**src/rtl/uart_pkg.sv**
```systemverilog
// Shared UART definitions: transmit-controller state encoding, peripheral
// register addresses and the default tx_en strobe length.
package uart_pkg;

  typedef enum logic [2:0] {
    S_IDLE      = 3'd0,
    S_LOAD      = 3'd1,
    S_PULSE     = 3'd2,
    S_WAIT_BUSY = 3'd3,
    S_WAIT_IDLE = 3'd4
  } tx_state_t;

  localparam logic [31:0] UART_TXD_ADDR = 32'h4000_0018;
  localparam logic [31:0] UART_RXD_ADDR = 32'h4000_001C;
  localparam logic [31:0] UART_CON_ADDR = 32'h4000_0020;

  localparam int EN_CYCLES_DEFAULT = 325;

endpackage

```
**src/rtl/sync_fifo.sv**
```systemverilog
// Single-clock circular FIFO with occupancy count; a push into a full FIFO
// is accepted only when a pop frees a slot in the same cycle.
module sync_fifo #(
  parameter int WIDTH = 8,
  parameter int DEPTH = 8
) (
  input  logic                       clk,
  input  logic                       reset,
  input  logic                       push,
  input  logic                       pop,
  input  logic [WIDTH-1:0]           wdata,
  output logic [WIDTH-1:0]           rdata,
  output logic                       full,
  output logic                       empty,
  output logic [$clog2(DEPTH+1)-1:0] level
);

  localparam int AW = (DEPTH > 1) ? $clog2(DEPTH) : 1;
  localparam int LW = $clog2(DEPTH+1);

  logic [WIDTH-1:0] mem_q [DEPTH];
  logic [AW-1:0]    wr_ptr_q;
  logic [AW-1:0]    rd_ptr_q;
  logic [LW-1:0]    level_q;
  logic             push_ok;
  logic             pop_ok;

  assign empty   = (level_q == '0);
  assign full    = (level_q == LW'(DEPTH));
  assign level   = level_q;
  assign pop_ok  = pop && !empty;
  assign push_ok = push && (!full || pop_ok);
  assign rdata   = mem_q[rd_ptr_q];

  // Storage is never reset; an entry is only read after it has been written.
  always_ff @(posedge clk) begin
    if (push_ok) mem_q[wr_ptr_q] <= wdata;
  end

  always_ff @(posedge clk) begin
    if (reset) begin
      wr_ptr_q <= '0;
      rd_ptr_q <= '0;
      level_q  <= '0;
    end else begin
      if (push_ok) wr_ptr_q <= wr_ptr_q + AW'(1);
      if (pop_ok)  rd_ptr_q <= rd_ptr_q + AW'(1);
      case ({push_ok, pop_ok})
        2'b10:   level_q <= level_q + LW'(1);
        2'b01:   level_q <= level_q - LW'(1);
        default: level_q <= level_q;
      endcase
    end
  end

endmodule

```
**src/rtl/uart_tx_ctrl.sv**
```systemverilog
// UART transmit controller: buffers bytes in a FIFO and hands them one at a
// time to the sender with a fixed-length tx_en strobe, then waits for idle.
module uart_tx_ctrl
  import uart_pkg::*;
#(
  parameter int DEPTH     = 8,
  parameter int EN_CYCLES = EN_CYCLES_DEFAULT
) (
  input  logic                       clk,
  input  logic                       reset,
  input  logic                       wr_en,
  input  logic [7:0]                 wr_data,
  input  logic                       tx_status,
  input  logic                       clr_ovf,
  output logic [7:0]                 tx_data,
  output logic                       tx_en,
  output logic                       busy,
  output logic                       done,
  output logic                       full,
  output logic                       empty,
  output logic [$clog2(DEPTH+1)-1:0] level,
  output logic                       ovf,
  output logic [2:0]                 dbg_state
);

  localparam int CW = $clog2(EN_CYCLES);

  tx_state_t   state_q;
  logic [CW-1:0] cnt_q;
  logic [7:0]  tx_data_q;
  logic        tx_en_q;
  logic        done_q;
  logic        ovf_q;
  logic        pop;
  logic        drop;
  logic [7:0]  head;

  sync_fifo #(.WIDTH(8), .DEPTH(DEPTH)) u_fifo (
    .clk   (clk),
    .reset (reset),
    .push  (wr_en),
    .pop   (pop),
    .wdata (wr_data),
    .rdata (head),
    .full  (full),
    .empty (empty),
    .level (level)
  );

  assign pop  = (state_q == S_LOAD);
  assign drop = wr_en && full && !pop;

  // Sender handshake: tx_en is a fixed-length strobe, not valid/ready; the
  // sender answers through tx_status (0 = busy, 1 = idle), which may already
  // be back at 1 by the time the strobe ends.
  always_ff @(posedge clk) begin
    if (reset) begin
      state_q   <= S_IDLE;
      cnt_q     <= '0;
      tx_data_q <= '0;
      tx_en_q   <= 1'b0;
      done_q    <= 1'b0;
      ovf_q     <= 1'b0;
    end else begin
      done_q <= 1'b0;
      if (drop)         ovf_q <= 1'b1;
      else if (clr_ovf) ovf_q <= 1'b0;

      case (state_q)
        S_IDLE: begin
          if (!empty && tx_status) state_q <= S_LOAD;
        end
        S_LOAD: begin
          tx_data_q <= head;
          tx_en_q   <= 1'b1;
          cnt_q     <= CW'(EN_CYCLES - 1);
          state_q   <= S_PULSE;
        end
        S_PULSE: begin
          if (cnt_q == '0) begin
            tx_en_q <= 1'b0;
            cnt_q   <= CW'(EN_CYCLES - 1);
            state_q <= S_WAIT_BUSY;
          end else begin
            cnt_q <= cnt_q - CW'(1);
          end
        end
        S_WAIT_BUSY: begin
          if (!tx_status || cnt_q == '0) state_q <= S_WAIT_IDLE;
          else                          cnt_q   <= cnt_q - CW'(1);
        end
        S_WAIT_IDLE: begin
          if (tx_status) begin
            done_q  <= 1'b1;
            state_q <= S_IDLE;
          end
        end
        default: state_q <= S_IDLE;
      endcase
    end
  end

  assign tx_data   = tx_data_q;
  assign tx_en     = tx_en_q;
  assign done      = done_q;
  assign ovf       = ovf_q;
  assign busy      = (state_q != S_IDLE);
  assign dbg_state = state_q;

endmodule

```
**config.mk**
```make
export PLATFORM = sky130hd
export DESIGN_NAME = uart_tx_ctrl
export DESIGN_NICKNAME = d
export VERILOG_FILES = /design/src/rtl/uart_pkg.sv /design/src/rtl/sync_fifo.sv /design/src/rtl/uart_tx_ctrl.sv
export SDC_FILE = /design/constraint.sdc
export NUM_CORES = 1
export LEC_CHECK = 0
export BUFFER_PORTS_ARGS = -buffer_cell sky130_fd_sc_hd__buf_2
export CAP_MARGIN = 20
export CORE_MARGIN = 2
export CORE_UTILIZATION = 53
export DETAILED_ROUTE_END_ITERATION = 16
export GPL_TIMING_DRIVEN = 0
export PLACE_DENSITY = 0.75
export SYNTH_ARGS = -nofsm -noshare
export SYNTH_HDL_FRONTEND = slang
export SYNTH_SLANG_ARGS = --single-unit
```
**constraint.sdc**
```tcl
create_clock -name clk -period 2.4 [get_ports clk]
set_clock_uncertainty 0.1 [all_clocks]
set_input_delay 0.12 -clock clk [delete_from_list [all_inputs] [get_ports clk]]
set_output_delay 0.12 -clock clk [all_outputs]
set_load 0.05 [all_outputs]
```
== After elaboration in Yosys (flattened, before gate mapping) ==
Memories as Yosys holds them, arrays and structs flattened. A register that Yosys moved wholly into a read port is not among the register bits.
Index checks and enable logic that the tools add are counted.

* Bitwise logic cells: 1
* Reduce and logical (&&, ||, !) cells: 23
* Add/subtract/negate cells: 5
* Div/mod/pow operators: 0
* $lt $le $gt $ge: 0
* Multiplexer cells: 16
* Multiply operators: 0
* Shifts and indexed selects: 0
* Equal/unequal tests: 12

{| class="wikitable"
|+ Operator list
! operator !! number
|-
| case mux 9 bit (3 select lines) || 1
|-
| 2-to-1 mux 9 bit || 2
|-
| case mux 3 bit (5 select lines) || 1
|-
| 2-to-1 mux 3 bit || 4
|-
| != test 2 bit (second input constant) || 5
|-
| logical NOT 9 bit || 1
|-
| subtractor 9 x 1 -> 9 bit (second input constant) || 1
|-
| case mux 4 bit (2 select lines) || 1
|-
| adder 3 x 1 -> 3 bit (second input constant) || 2
|-
| == test 3 x 2 -> 1 bit (second input constant) || 2
|-
| 2-to-1 mux 1 bit || 6
|-
| nonzero test 2 bit || 3
|-
| nonzero test 3 bit || 2
|-
| logical AND 1 bit || 5
|-
| adder 4 x 1 -> 4 bit (second input constant) || 1
|-
| == test 4 bit (second input constant) || 1
|-
| logical NOT 1 bit || 4
|-
| logical NOT 4 bit || 1
|-
| AND reduction 2 bit || 2
|-
| AND reduction 4 bit || 1
|-
| subtractor 4 x 1 -> 4 bit (second input constant) || 1
|-
| == test 3 x 1 -> 1 bit (second input constant) || 1
|-
| == test 3 bit (second input constant) || 1
|-
| logical NOT 3 bit || 1
|-
| 6 further kinds || 7
|}

* Memories kept: 1
* Input port bits: 13
* Output and inout bits: 21
* Word-level logic and storage cells: 66
* Memory bits (writable): 64
* Memory bits (read-only): 0
* Register bits: 25
* Bits in latches: 0

{| class="wikitable"
|+ Memories
! name !! depth !! bits a word !! read ports !! clocked after Yosys merged registers in !! write ports !! line !! RTL
|-
| u_fifo.mem_q || 8 || 8 || 1 || 1 || 1 || sync_fifo.sv:21 || <nowiki>logic [WIDTH-1:0] mem_q [DEPTH];</nowiki>
|}

== Longest topological paths before layout ==
Gate-level depths: netlist (run 1).

* Depth after elaboration: 7
* Depth in mapped cells: 11

== Cells and area by module ==
A second synthesis (run 1) with hierarchy kept.

* Cells, all modules: 307
* Area total of the unflattened synthesis: 4295.4 sq um

{| class="wikitable"
|+ Modules (own cells, without submodules)
! module !! cells an instance !! sequential area each (sq um) !! times used !! area an instance (sq um)
|-
| sync_fifo || 176 || 2182.1 || 1 || 3203.1
|-
| uart_tx_ctrl || 131 || 460.4 || 1 || 1092.3
|}

== Worst setup path after synthesis (run 1) ==
Ideal clock, no wire load.

* Path type: register to register
* Start point: register u_fifo.level_q[1] (netlist: u_fifo.level[1])
* End point: register u_fifo.level_q[2] (netlist: u_fifo.level[2])
* Slack: -2.115 ns
* Period minus slack after synthesis: 4.515 ns
* Library setup time: 0.071 ns
* Stages on the path, launching flop included: 12
* Arrival time: 4.344 ns
* Data required time: 2.229 ns
* Cell sequence: dfxtp_1 > clkbuf_1 > nor4b_1 > a21boi_1 > inv_2 > ha_1 > xor2_1 > ha_1 > a21oi_1 > xor2_1 > or3_1 > a21oi_1

{| class="wikitable"
|+ RTL lines
! what !! line !! RTL
|-
| start, declared || sync_fifo.sv:24 || <nowiki>logic [LW-1:0] level_q;</nowiki>
|-
| start signal, assigned || sync_fifo.sv:49 || <nowiki>2'b10: level_q <= level_q + LW'(1);</nowiki>
|-
| start signal, assigned || sync_fifo.sv:50 || <nowiki>2'b01: level_q <= level_q - LW'(1);</nowiki>
|-
| start signal, assigned || sync_fifo.sv:51 || <nowiki>default: level_q <= level_q;</nowiki>
|-
| == test 4 bit (*) || sync_fifo.sv:29 || <nowiki>assign full = (level_q == LW'(DEPTH));</nowiki>
|-
| named net full || uart_tx_ctrl.sv:19 || <nowiki>output logic full,</nowiki>
|-
| logical NOT 1 bit (*) || sync_fifo.sv:32 || <nowiki>assign push_ok = push && (!full || pop_ok);</nowiki>
|-
| logical OR 1 bit (*) || sync_fifo.sv:32 ||
|-
| logical AND 1 bit (*) || sync_fifo.sv:32 ||
|-
| == test 2 x 1 -> 1 bit or == test 2 bit (tied branches) || sync_fifo.sv:48 || <nowiki>case ({push_ok, pop_ok})</nowiki>
|-
| case mux 4 bit (2 select lines) or nonzero test 2 bit (tied branches) || - ||
|}

The timed path passes the listed nets; every way through them passes the cells marked *.
A chain may end at the register's enable or synchronous reset.

== Worst setup path after layout (run 1) ==
* Start point: register state_q[2] (netlist: dbg_state[2])
* End point: register u_fifo.level_q[2] (netlist: u_fifo.level[2])

* Cells in the longest elaborated chain, start to end: 6

{| class="wikitable"
|+ RTL lines
! what !! line !! RTL
|-
| start, declared || uart_tx_ctrl.sv:28 || <nowiki>tx_state_t state_q;</nowiki>
|-
| start signal, assigned || uart_tx_ctrl.sv:58 || <nowiki>state_q <= S_IDLE;</nowiki>
|-
| start signal, assigned || uart_tx_ctrl.sv:71 || <nowiki>if (!empty && tx_status) state_q <= S_LOAD;</nowiki>
|-
| start signal, assigned || uart_tx_ctrl.sv:77 || <nowiki>state_q <= S_PULSE;</nowiki>
|-
| == test 3 x 1 -> 1 bit (*) || uart_tx_ctrl.sv:50 || <nowiki>assign pop = (state_q == S_LOAD);</nowiki>
|-
| logical AND 1 bit (*) || sync_fifo.sv:31 || <nowiki>assign pop_ok = pop && !empty;</nowiki>
|-
| logical OR 1 bit || sync_fifo.sv:32 ||
|-
| logical AND 1 bit || sync_fifo.sv:32 ||
|-
| == test 2 x 1 -> 1 bit or == test 2 bit (tied branches) || sync_fifo.sv:48 ||
|-
| case mux 4 bit (2 select lines) or nonzero test 2 bit (tied branches) || - ||
|}

Every way passes the cells marked *; elsewhere a longest branch is shown, timed or not.

==> results_dict.tcl, run 1 <==
set metrics [dict create \
    status "completed" \
    ant_nets 0 \
    worstSetupEndpointType "flop" \
    layout-drive-gt1-share_pct 30.0 \
    r2r_end "u_fifo.level[2]$_SDFFE_PP0P_" \
    grt_pass1_wl_microns 13100 \
    io_buffers 33 \
    synthArstFlopShare_pct 0 \
    hpwl_microns 5560 \
    rsz0062_at_grt "yes" \
    final_cells 469 \
    area_delta_synth_final_pct 20.7 \
    slew_viol_final 0 \
    cpPeakStageDelay_ps 460 \
    p_leak_nw 1.72 \
    synth_cells 298 \
    r2r_setup_slack_ps 20 \
    fmaxAchievable_mhz 420 \
    n_antenna_cell 0 \
    drc 0 \
    synth-compound-area-share_pct 6.54 \
    yosys-top-cells-count "edfxtp_1, dfxtp_1, nor2_1" \
    synthTopCellsByArea "edfxtp_1, dfxtp_1, mux4_2, nor2_1, mux2i_1" \
    die_area_sq_um 8370 \
    postLayoutCoreUtil_pct 66.8 \
    cp_slowest_cell "or3b_4" \
    ir_worst_vdd_v 0.000412 \
    worst_pin_slew_ps 865 \
    routabilityCongestion 0.925 \
    powerDensity_nw_per_um2 932 \
    cts.sink_count 97 \
    rows 31 \
    vias 2654 \
    yosysTopAreaCell "edfxtp_1" \
    grtUsageTotal_pct 20.9 \
    synth_seq_cells 97 \
    synth_cell_types 47 \
    cts_tree "yes" \
    startpoint_type "flop" \
    synth_top_family_by_area "simple AND/OR/NAND/NOR gates" \
    overflow 0 \
    grt_pass1_vias 2624 \
    post_synth.cell_area_avg_sq_um 13.6 \
    holdCritStartpoint "cnt_q[1]$_SDFFE_PP0P_" \
    chipWidth_microns 91.5 \
    clkTransAtPathRegs_ps 100 \
    drt_pre_antenna_iters 4 \
    reg2reg_depth 10 \
    drt_iter0_drc 127 \
    clock_insertion_delay_worst_skew_ps 360 \
    crit_chain "or3b_4 > a21boi_4 > inv_4 > ha_4 > xor2_1 > ha_2 > a21oi_2 > xor2_1 > or3_1 > a21oi_2" \
    cts_inserted_buffers 9 \
    synth_xor_area_share_pct 2.38 \
    maxCapViolations 0 \
    relSlewSlack_pct 41.9 \
    ios 34 \
    crit_fanout 5 \
    yosysSeqAreaShare_pct 63.7 \
    grt_antenna_before_repair 0 \
    post-route-min-period_ps 2380 \
    critPathRequiredTime_ps 2600 \
    dpl.cell_count 433 \
    worstSetupPathType "flop to flop" \
    synth_fa_ha_area_share_pct 2.16 \
    setup_viol 0 \
    final_area_sq_um 4890 \
    synth_most_common_cell "edfxtp_1" \
    die_h_microns 91.5 \
    core_sq_um 7330 \
    min_path_cells 2 \
    cts_buffer_depth 2 \
    grt_max_degree 19 \
    pre_cts_ws_ps -571 \
    final.setup.tns_ps 0 \
    root_buffer "clkbuf_8" \
    yosysTopAreaCellShare_pct 47.4 \
    synth_ff_type "edfxtp_1" \
    synth_nets 318 \
    timing.rr.start "dbg_state[2]$_SDFFE_PP0P_" \
    synth-simple-area-share_pct 12.2 \
    placed_area_sq_um 4450 \
    htree_levels 3 \
    crit_arrival_ps 2580 \
    crit_path_start "dbg_state[2]$_SDFFE_PP0P_" \
    vias_per_cell 5.66 \
    setup_ws_ps 17.9 \
    routed_wl_microns 8150 \
    period_share_pct 99.3 \
    hold_path_end "cnt_q[1]$_SDFFE_PP0P_" \
    yosys_warnings 0 \
    synth_edf_count 64 \
    start_util_pct 55.3 \
    nNetsFinal 385 \
    synthMuxAreaShare_pct 11.1 \
    wire_per_inst_microns 17.4 \
    synth_area_sq_um 4060 \
    hold_class "flop to flop" \
    hold_viol 0 \
]
-- layout make-up --
cell class	instances	area (sq um)
Buffer	12	60.1
Clock buffer	9	124
Multi-Input combinational cell	181	1510
Fill cell	526	2440
Tap cell	99	124
Clock inverter	7	63.8
Inverter	7	28.8
Sequential cell	97	2600
Timing Repair Buffer	57	385
-- per-stage QoR --
step | hold WS [ps] | power, mW
after detailed placement | 297 | 3.54
final | 399 | 4.56
after global routing | 430 | 4.79
after global placement | 285 | 3.51
after floorplan | 119 | 3.21
after CTS | 405 | 4.58
-- sequential cells by signal, summed over array words and instances (netlist names) --
name and cells:
done 1, u_fifo.wr_ptr_q 3, ovf 1, dbg_state 3, u_fifo.level 4, tx_data 8, tx_en 1, u_fifo.rd_ptr_q 3
u_fifo.mem_q 64, cnt_q 9
-- power by group --
group / switching [mW] / internal (mW) / leakage [nW]
Clock: 0.598 / 0.397 / 0.0950
Combinational: 0.957 / 0.529 / 0.767
Sequential: 0.133 / 1.95 / 0.855
Total: 1.69 / 2.88 / 1.72
-- cells by family (layout without fill, tap and decap cells) --
logic type	Yosys count	count (layout)
compound gates	41	41
xor+xnor	11	11
fa+ha+maj	7	7
buf+inv	20	92
flops	97	97
mux	25	25
simple gates	97	97
-- worst max-delay path: cells and delay by family (launching register included) --
family / cells / cell delay, ps
buffers and inverters: 1 / 70
DFF: 1 / 360
and+or+nand+nor: 2 / 790
adders and majority gates: 2 / 350
AOI/OAI and AO/OA: 3 / 390
xor gates and xnor gates: 2 / 270
-- how the worst max path moves through the flow --
stage / to / slack (ps) / cells after the start
floorplan: u_fifo.level[2]$_SDFFE_PP0P_ / -430 / 11
detailed placement: u_fifo.mem_q[0][6]$_DFFE_PP_ / -570 / 5
finish: u_fifo.level[2]$_SDFFE_PP0P_ / 20 / 10
CTS: u_fifo.mem_q[3][2]$_DFFE_PP_ / 7 / 6
global placement: u_fifo.mem_q[2][2]$_DFFE_PP_ / -680 / 5
global route: u_fifo.level[2]$_SDFFE_PP0P_ / -120 / 10
-- cells in the final DEF, fill, tap and decap left out, types with 2 or more instances in the layout --
cell type / n
nor3_2: 2
dlygate4sd3_1: 12
buf_2: 37
nand2b_1: 4
nand3_1: 6
mux4_2: 16
a21oi_1: 11
dfxtp_1: 26
nor3_1: 6
inv_1: 6
nor2b_1: 5
a21oi_2: 3
inv_6: 3
buf_4: 10
nor4_1: 3
dfxtp_2: 4
dfxtp_4: 3
xor2_1: 7
clkbuf_8: 10
o211ai_1: 2
xnor2_1: 4
nor2_1: 27
o31ai_1: 2
or3_1: 4
o21ai_0: 4
clkinv_4: 2
buf_1: 3
edfxtp_1: 64
clkbuf_1: 4
nor2_2: 3
or4_1: 2
ha_1: 5
mux2i_1: 9
nor4_4: 2
a211oi_1: 10
nand2_1: 19
-- routing by layer --
layer | up-vias | track usage (%) | share of wire, %
li1 | 1268 | - | -
met1 | 1309 | 26.4 | 44
met2 | 66 | 35.8 | 50
met3 | 11 | 4.73 | 4.5
met4 | 0 | 6.31 | 1.4
met5 | - | 0 | 0
-- what timing repair did --
item,4_1_cts,5_1_grt
cloned,0,0
setup endpoints to repair,68,7
endpoints found under the hold margin,70,0
resized for setup,13,2
pin swaps,4,3
hold buffers,12,0
setup buffers,8,1
Note: power is estimated with default switching activity, not from simulation.
==> run 2: changes to the inputs <==
--- a/config.mk
+++ b/config.mk
@@ -7,11 +7,14 @@
 export LEC_CHECK = 0
 export BUFFER_PORTS_ARGS = -buffer_cell sky130_fd_sc_hd__buf_2
 export CAP_MARGIN = 20
+export CELL_PAD_IN_SITES_DETAIL_PLACEMENT = 2
+export CELL_PAD_IN_SITES_GLOBAL_PLACEMENT = 2
 export CORE_MARGIN = 2
-export CORE_UTILIZATION = 53
+export CORE_UTILIZATION = 38
 export DETAILED_ROUTE_END_ITERATION = 16
 export GPL_TIMING_DRIVEN = 0
-export PLACE_DENSITY = 0.75
+export PLACE_DENSITY_LB_ADDON = 0.1
 export SYNTH_ARGS = -nofsm -noshare
 export SYNTH_HDL_FRONTEND = slang
+export SYNTH_HIERARCHICAL = 1
 export SYNTH_SLANG_ARGS = --single-unit
==> results_dict.tcl, run 2 <==
set metrics [dict create \
    status "completed" \
    root_buffer "clkbuf_16" \
    ir_worst_vdd_v 0.000489 \
    layout-drive-gt1-share_pct 30.6 \
    grt_pass1_wl_microns 17100 \
    relSlewSlack_pct 43.7 \
    yosys-top-cells-count "edfxtp_1, dfxtp_1, nand2_1" \
    mostFrequentLayoutCells "edfxtp_1, buf_2, dfxtp_1" \
    start_util_pct 39.3 \
    overflow 0 \
    setup_ws_ps 51.8 \
    hpwl_microns 7570 \
    holdCritStartpoint "wr_en" \
    grt_max_degree 17 \
    post_synth.cell_area_avg_sq_um 14.0 \
    reg2reg_depth 7 \
    top_register "u_fifo/mem_q" \
    n_antenna_cell 0 \
    worstSetupEndpointType "flop" \
    grt_antenna_before_repair 0 \
    cts_buffer_depth 2 \
    synth_nets 327 \
    routabilityCongestion 0.743 \
    wire_per_inst_microns 21.4 \
    synth_edf_count 64 \
    rsz0062_at_grt "yes" \
    whs_ps 15.2 \
    synth_cells 307 \
    hold_viol 0 \
    routed_wl_microns 11100 \
    synthTopCellsByArea "edfxtp_1, dfxtp_1, mux4_1, mux4_2, nand2_1" \
    largest_reg_flops 64 \
    die_h_microns 110 \
    drc 0 \
    yosys_warnings 6 \
    yosysTopAreaCell "edfxtp_1" \
    crit_arrival_ps 2220 \
    drt_iter0_drc 96 \
    die_area_sq_um 12200 \
    grt_pass1_vias 3020 \
    cts.sink_count 100 \
    fmaxAchievable_mhz 426 \
    core_sq_um 10900 \
    synth_area_sq_um 4300 \
    p_leak_nw 1.93 \
    min_path_cells 3 \
    synthArstFlopShare_pct 0 \
    synth_seq_cells 100 \
    worst_pin_slew_ps 838 \
    pre_cts_ws_ps -470 \
    synth_most_common_cell "edfxtp_1" \
    critPathRequiredTime_ps 2270 \
    io_buffers 33 \
    worstSetupPathType "flop to flop" \
    powerDensity_nw_per_um2 1050 \
    period_share_pct 97.8 \
    ios 34 \
    yosysTopAreaCellShare_pct 44.7 \
    crit_fanout 16 \
    chipWidth_microns 110 \
    hold_class "input port to flop" \
    synth_ff_type "edfxtp_1" \
    drt_pre_antenna_iters 4 \
    hold_path_end "ovf$_SDFFE_PP0P_" \
    grtUsageTotal_pct 19.9 \
    setup_viol 0 \
    cts_tree "yes" \
    multi_input_area_sq_um 1640 \
    seq_area_sq_um 2660 \
    clkTransAtPathRegs_ps 60 \
    r2r_end "u_fifo/mem_q[5][2]$_DFFE_PP_" \
    maxCapViolations 0 \
    cts_inserted_buffers 9 \
    area_delta_synth_final_pct 22.7 \
    nNetsFinal 394 \
    clock_insertion_delay_worst_skew_ps 340 \
    startpoint_type "flop" \
    vias_per_cell 5.38 \
    rows 38 \
    layout_commonest_cell "edfxtp_1" \
    htree_levels 3 \
    synth_cell_types 60 \
    fillCellCount 1087 \
    r2r_setup_slack_ps 50 \
    final.setup.tns_ps 0 \
    ant_nets 0 \
    vias 2791 \
    timing.rr.start "dbg_state[2]$_SDFFE_PP0P_" \
    yosysSeqAreaShare_pct 61.5 \
    post-route-min-period_ps 2350 \
    slew_viol_final 0 \
]
## run 2: cells by family after synthesis
| family | after synthesis | share of synthesized area [%] |
|---|---|---|
| compound gates | 49 | 8.71 |
| xor+xnor | 7 | 1.43 |
| fa+ha+maj | 7 | 2.21 |
| buf+inv | 25 | 3.17 |
| flops | 100 | 61.5 |
| mux | 27 | 12.1 |
| simple gates | 92 | 10.9 |
## run 2: where the power goes
group / internal, mW / leakage (nW) / total [mW] / switching [mW]
Sequential: 2.02 / 0.877 / 2.21 / 0.197
Combinational: 0.678 / 0.915 / 1.92 / 1.24
Clock: 0.808 / 0.134 / 1.41 / 0.606
Total: 3.50 / 1.93 / 5.55 / 2.04
## run 2: how the worst max path moves through the flow
stage                                             from                      endpoint  slack, ps  depth (start not counted)
after floorplan              dbg_state[2]$_SDFFE_PP0P_  u_fifo/level[3]$_SDFFE_PP0P_         20                         12
after global placement       dbg_state[2]$_SDFFE_PP0P_  u_fifo/mem_q[4][3]$_DFFE_PP_       -770                          7
after detailed placement     dbg_state[2]$_SDFFE_PP0P_  u_fifo/mem_q[0][0]$_DFFE_PP_       -470                          7
after CTS                 u_fifo/level[1]$_SDFFE_PP0P_  u_fifo/level[3]$_SDFFE_PP0P_         10                         10
after global routing         dbg_state[2]$_SDFFE_PP0P_  u_fifo/mem_q[5][7]$_DFFE_PP_        -90                          7
final                        dbg_state[2]$_SDFFE_PP0P_  u_fifo/mem_q[5][2]$_DFFE_PP_         50                          7
## run 2: metal layers
layer  track usage [%]  vias up  share of wire, %
li1                  -     1303                 -
met1              26.1     1439                44
met5                 0        -                 0
met2              33.2       38                52
met4              6.07        0               1.4
met3              4.23       11               2.6
## run 2: stage by stage
step,cells,cell area (sq um),util (%),power [mW]
floorplan,307,4350,-,3.58
global placement,480,4690,42.9,3.99
detailed placement,482,4710,43.1,4.07
CTS,515,5230,47.8,5.61
global route,519,5270,48.2,5.87
finish,519,5270,48.2,5.55
## run 2: critical path, cell delays in order, from the launching register on
cell and delay [ps]:
dfxtp_4 340, buf_6 140, nor2_4 110, nand2_4 90
clkinv_8 100, nand2b_1 220, o211ai_1 270, nor2_2 600
## run 2: final cells by class
| class | instances | share of cell area [%] |
|---|---|---|
| Sequential cell | 100 | 50.5 |
| Clock inverter | 4 | 0.949 |
| Clock buffer | 12 | 4.49 |
| Inverter | 13 | 1.16 |
| Multi-Input combinational cell | 182 | 31.1 |
| Timing Repair Buffer | 57 | 6.98 |
| Buffer | 11 | 1.52 |
| Tap cell | 140 | 3.32 |
## run 2: what timing repair did
action	in CTS	in global routing
hold buffers	11	0
gates resized for setup	15	5
endpoints found under the setup margin	62	54
buffers inserted	6	5
endpoints found under the hold margin	64	0
pin swaps	6	8
